--- src/rtl/soc_bus_6502.sv ---
// soc_bus_6502: memory-map fabric between the 65C02 core and NSLOT peripheral
// slots. Decodes the address page, paces the CPU through fixed or slave-driven
// wait states, returns the slave's registered read data, and flags unmapped or
// timed-out accesses with a sticky fault that holds the offending address.
module soc_bus_6502 #(
  parameter int                           NSLOT     = 4,
  parameter int                           PAGE_BITS = 4,
  parameter logic [NSLOT*PAGE_BITS-1:0]   SLOT_BASE = {4'hf, 4'h2, 4'h1, 4'h0},
  parameter logic [NSLOT*3-1:0]           SLOT_WAIT = {3'd0, 3'd1, 3'd0, 3'd0},
  parameter int                           TIMEOUT   = 255
) (
  input  logic                    clk,
  input  logic                    reset,
  input  logic [15:0]             cpu_ab,
  input  logic                    cpu_we,
  input  logic [7:0]              cpu_do,
  output logic [7:0]              cpu_di,
  output logic                    cpu_rdy,
  output logic [NSLOT-1:0]        slv_cs,
  output logic                    slv_we,
  output logic [15-PAGE_BITS:0]   slv_addr,
  output logic [7:0]              slv_wdata,
  input  logic [NSLOT*8-1:0]      slv_rdata,
  input  logic [NSLOT-1:0]        slv_ready,
  output logic                    fault,
  output logic [15:0]             fault_addr,
  input  logic                    fault_clr
);

  // Slot select encoding: 0..NSLOT-1 are slots, NSLOT means "no slot".
  localparam int               SELW     = $clog2(NSLOT + 1);
  localparam logic [SELW-1:0]  SEL_MISS = SELW'(NSLOT);
  localparam logic [7:0]       CNT_LAST = 8'(TIMEOUT - 1);
  localparam logic [2:0]       WAIT_PACED = 3'd7;

  typedef enum logic [1:0] {
    ST_IDLE = 2'd0,
    ST_WAIT = 2'd1,
    ST_PACE = 2'd2
  } state_t;

  state_t               state, state_next;
  logic [7:0]           cnt, cnt_next;
  logic [SELW-1:0]      sel_q;

  logic [PAGE_BITS-1:0] page;
  logic                 hit;
  logic [SELW-1:0]      hit_idx;
  logic [NSLOT-1:0]     hit_onehot;
  logic [2:0]           hit_wait;
  logic                 hit_ready;

  logic                 rdy;
  logic                 cs_en;
  logic                 we_en;
  logic                 timeout;
  logic                 fault_set;

  assign page      = cpu_ab[15 -: PAGE_BITS];
  assign slv_addr  = cpu_ab[15-PAGE_BITS:0];
  assign slv_wdata = cpu_do;
  assign cpu_rdy   = rdy;
  assign slv_we    = we_en;
  assign slv_cs    = cs_en ? hit_onehot : '0;
  assign fault_set = !reset && (!hit || timeout);

  // Page decode; scanning from the top lets the lowest matching slot win.
  always_comb begin
    hit        = 1'b0;
    hit_idx    = SEL_MISS;
    hit_onehot = '0;
    hit_wait   = 3'd0;
    hit_ready  = 1'b0;
    for (int i = NSLOT - 1; i >= 0; i--) begin
      if (page == SLOT_BASE[i*PAGE_BITS +: PAGE_BITS]) begin
        hit           = 1'b1;
        hit_idx       = SELW'(i);
        hit_onehot    = '0;
        hit_onehot[i] = 1'b1;
        hit_wait      = SLOT_WAIT[i*3 +: 3];
        hit_ready     = slv_ready[i];
      end else begin
        hit = hit;
      end
    end
  end

  // Access sequencing: next state, wait counter and CPU/slave handshakes.
  always_comb begin
    state_next = state;
    cnt_next   = cnt;
    rdy        = 1'b1;
    cs_en      = 1'b0;
    we_en      = 1'b0;
    timeout    = 1'b0;
    if (reset) begin
      state_next = ST_IDLE;
      cnt_next   = 8'd0;
    end else begin
      case (state)
        ST_IDLE: begin
          cs_en = hit;
          if (!hit) begin
            state_next = ST_IDLE;
          end else if (hit_wait == 3'd0) begin
            we_en = cpu_we;
          end else if (hit_wait == WAIT_PACED) begin
            cnt_next = 8'd0;
            rdy      = hit_ready;
            if (hit_ready) begin
              we_en = cpu_we;
            end else begin
              state_next = ST_PACE;
            end
          end else begin
            rdy        = 1'b0;
            cnt_next   = 8'(hit_wait) - 8'd1;
            state_next = ST_WAIT;
          end
        end
        ST_WAIT: begin
          cs_en = hit;
          if (!hit) begin
            state_next = ST_IDLE;
          end else if (cnt != 8'd0) begin
            rdy      = 1'b0;
            cnt_next = cnt - 8'd1;
          end else begin
            we_en      = cpu_we;
            state_next = ST_IDLE;
          end
        end
        ST_PACE: begin
          cs_en = hit;
          if (!hit) begin
            state_next = ST_IDLE;
          end else if (hit_ready) begin
            we_en      = cpu_we;
            state_next = ST_IDLE;
          end else if (cnt == CNT_LAST) begin
            // Slave never answered: release the CPU, drop the write, fault.
            timeout    = 1'b1;
            state_next = ST_IDLE;
          end else begin
            rdy      = 1'b0;
            cnt_next = cnt + 8'd1;
          end
        end
        default: begin
          state_next = ST_IDLE;
          cnt_next   = 8'd0;
        end
      endcase
    end
  end

  // FSM state and wait counter registers.
  always_ff @(posedge clk) begin
    if (reset) begin
      state <= ST_IDLE;
      cnt   <= 8'd0;
    end else begin
      state <= state_next;
      cnt   <= cnt_next;
    end
  end

  // Remember which slot was addressed so its registered data is returned next cycle.
  always_ff @(posedge clk) begin
    if (reset) begin
      sel_q <= SEL_MISS;
    end else if (timeout) begin
      sel_q <= SEL_MISS;
    end else begin
      sel_q <= hit_idx;
    end
  end

  // Read data mux; anything without a live slot reads as 8'hFF.
  always_comb begin
    cpu_di = 8'hFF;
    for (int i = 0; i < NSLOT; i++) begin
      if (sel_q == SELW'(i)) begin
        cpu_di = slv_rdata[i*8 +: 8];
      end else begin
        cpu_di = cpu_di;
      end
    end
  end

  // Sticky fault flag; the address is kept from the first fault after a clear.
  always_ff @(posedge clk) begin
    if (reset) begin
      fault      <= 1'b0;
      fault_addr <= 16'h0000;
    end else if (fault_set) begin
      fault <= 1'b1;
      if (!fault || fault_clr) begin
        fault_addr <= cpu_ab;
      end else begin
        fault_addr <= fault_addr;
      end
    end else if (fault_clr) begin
      fault <= 1'b0;
    end else begin
      fault <= fault;
    end
  end

endmodule
--- config.mk ---
export PLATFORM = sky130hd
export DESIGN_NAME = soc_bus_6502
export DESIGN_NICKNAME = d
export VERILOG_FILES = /design/src/rtl/soc_bus_6502.sv
export SDC_FILE = /design/constraint.sdc
export NUM_CORES = 1
export LEC_CHECK = 0
export CORE_MARGIN = 5
export CORE_UTILIZATION = 35
export CTS_CLUSTER_DIAMETER = 150
export DETAILED_ROUTE_END_ITERATION = 16
export GPL_ROUTABILITY_DRIVEN = 0
export PLACE_DENSITY_LB_ADDON = 0.05
export RECOVER_POWER = 50
export REMOVE_ABC_BUFFERS = 1
export SLEW_MARGIN = 5
export SYNTH_ARGS = -nofsm -noshare
export SYNTH_HDL_FRONTEND = slang
export SYNTH_SLANG_ARGS = --single-unit
--- constraint.sdc ---
create_clock -name clk -period 2.37 [get_ports clk]
set_clock_uncertainty 0.2 [all_clocks]
set_input_delay 0.474 -clock clk [delete_from_list [all_inputs] [get_ports clk]]
set_output_delay 0.474 -clock clk [all_outputs]
set_load 0.02 [all_outputs]
==> results.cfg <==
[synthesis]
yosysTopAreaCellShare = 0.3486
synth_warnings = 0
yosysMostFrequentCell = dfxtp_1
syn_inst = 190
synth_common_cells = dfxtp_1, buf_4, a21oi_1, nand3_1, nand2_1
syn_area_sq_um = 1665
ys.flop_type = dfxtp_1
seq_area_frac_synth = 0.3486
synth_cell_type_count = 42
ys_seq_elements = 29
avgSynthCellArea_sq_um = 8.765
synth_edf_count = 0
async_flop_share = 0
synth_area_leaders = dfxtp_1, mux4_2, buf_4, a21oi_1, nand3_1
synth_top_area_cell = dfxtp_1

[clock_network]
cts.htree.levels = 2
clk_latency_ps = 280
path_clk_slew_ps = 60
clk_path_buf_depth = 2
cts-root-buf = clkbuf_8
cts_made_buffers = 5
cts.sinks = 29
hold_buffers = 0
cts_tree = built

[sta]
setup_viol = 2
max_freq_mhz = 407.3
worstMarginPinSlew_ps = 436.7
slew_headroom = 0.7089
period_needed_ps = 2455
finalSetupTns_ps = -95.35
rsz0062_at_grt = true
hold_slack_ps = 248.5
hold_viol = 0
slew_violations = 0
finalCritPeriodShare = 1.036
setup_slack_ps = -85.18

[critical_path]
end_kind = output port
r2r-end = cnt[3]
path_class = reg -> out
reg2regPathDepth = 8
start_kind = flop
crit_fanout = 4
reg2reg_from = cnt[0]
r2r_slack_ps = 360
crit_required_ps = 1700
arrival_ps = 1780

[global_route]
grt_use_total = 0.1724
antenna_found_initial = 0
grt-ovfl-total = 0
grt_max_degree = 19
grt_pass1_wl_microns = 8459
grt_pass1_vias = 1688

[floorplanning]
num_rows = 25
ioPinCount = 115
fp.dieW_microns = 78.98
coreArea_sq_um = 4661
initial_core_util = 0.3573
dieArea_sq_um = 6238
fp.dieH_microns = 78.98

[power]
cell_internal_pwr_uw = 1037
p_per_area_nw_per_um2 = 473.7
seqPwrFrac = 0.378
vdd_drop_max_uv = 412.7
pwr-share-comb = 0.239
p_sw_frac = 0.2529
clkPwrFrac = 0.383
leakagePower_uw = 0.001288
switchingPower_uw = 351.1

[outcome]
violations = negative setup slack
status = complete, but fails checks

[layout]
final_nets = 363
drive_gt1_frac = 0.2876
final-instance-count-excl-fill = 353
antenna_cells = 0
syn2layout_area_growth_pct = 75.96
design_area_sq_um = 2930

[hold_path]
hp-start = fault_addr[1]
holdPathStages = 2
hold_end = fault_addr[1]
hp-class = reg -> reg

[detailed_routing]
wl_per_cell_microns = 15.25
drc = 0
dr.first_iter.drc_count = 56
firstDrtPassIters = 4
ant_nets = 0
vias_per_cell = 4.994
vias = 1763
wl_microns = 5383

[placement]
port_buffers = 94
dpl.hpwl_microns = 4270
dpl_cell_area_sq_um = 2786
placed_cells = 344

[run]
drv_cap = 0
flip-flops by register name (all words and copies together) (netlist names):
| register | cells |
|---|---|
| fault | 1 |
| fault_addr | 16 |
| cnt | 8 |
| sel_q | 3 |
| state | 1 |
worst max path at each step:
stage	startpoint	end	slack, ps
after floorplan	cnt[0]	cpu_rdy	-90
after global placement	cpu_ab[15]	slv_we	-680
after detailed placement	cpu_ab[15]	slv_we	-720
after CTS	cnt[1]	slv_we	-130
after global routing	cnt[0]	slv_we	-180
final	cnt[0]	slv_we	-90
through the flow:
step | worst slack, ps | power (uW) | util
4_1_cts | -133.9 | 1421 | 0.6282
5_1_grt | -176.1 | 1461 | 0.6287
6_report | -85.18 | 1388 | 0.6287
3_3_place_gp | -684.2 | 891.9 | 0.5979
3_5_place_dp | -716.1 | 894.8 | 0.5979
2_1_floorplan | -92.04 | 648.0 | -
worst max-delay path, cell delays in order (launching register included):
cell     delay, ps
dfxtp_2        320
inv_2           70
ha_4           130
or3b_4         380
o21a_4         220
nor2_1          70
and3_1         180
buf_6          120
layout by cell type, fill, tap and decap left out, types with 3 or more instances in the layout:
master and n:
clkdlybuf4s50_1 36, buf_4 31, dlygate4sd2_1 27, dfxtp_1 26, nand3_1 18, a21oi_1 17
nand2_1 16, buf_6 10, dlygate4sd3_1 9, mux4_2 8, or2_4 8, nor2_1 8
dlymetal6s2s_1 8, clkbuf_8 6, nand2b_1 4, inv_1 4, mux2i_1 4, clkbuf_1 4
o21ai_0 3, or4_1 3, dfxtp_2 3, buf_2 3
repair_timing:
item                                    4_1_cts  5_1_grt
setup buffers                                 1        0
resized for setup                           121       15
endpoints found under the setup margin       14       13
pin swaps                                    13        7
metal layers:
layer | global-route usage | vias up | wire length, microns
li1 | - | 883 | -
met1 | 0.2238 | 796 | 2467
met2 | 0.2652 | 77 | 2386
met3 | 0.06576 | 7 | 473
met4 | 0.05155 | 0 | 55
met5 | 0 | - | 0
power by group through the flow:
stage	Combinational [uW]	Clock (uW)	Sequential, uW
2_1_floorplan	84.8	0	563
3_3_place_gp	357	0	535
3_5_place_dp	359	0	536
4_1_cts	351	545	525
5_1_grt	359	576	527
6_report	332	532	524
logic make-up (layout without fill, tap and decap cells):
kind of cell               after synthesis  in the layout  share of synthesized area
DFF                                     29             29                     0.3486
muxes                                   12             12                     0.1322
AOI/OAI and AO/OA                       39             39                     0.1488
buffers and inverters                   36            145                     0.1307
and+or+nand+nor                         73             73                     0.2322
adders and majority gates                1              1                   0.007512
cell type report:
| cell class | instances | area (sq um) |
|---|---|---|
| inverters | 6 | 22.52 |
| flip-flops and latches | 29 | 584.3 |
| well taps | 54 | 67.56 |
| clock buffers | 7 | 86.33 |
| multi-input cells | 125 | 928.4 |
| fillers | 446 | 1730 |
| clock inverters | 1 | 30.03 |
| repair buffers | 131 | 1211 |
Note: power is estimated with default switching activity, not from simulation.
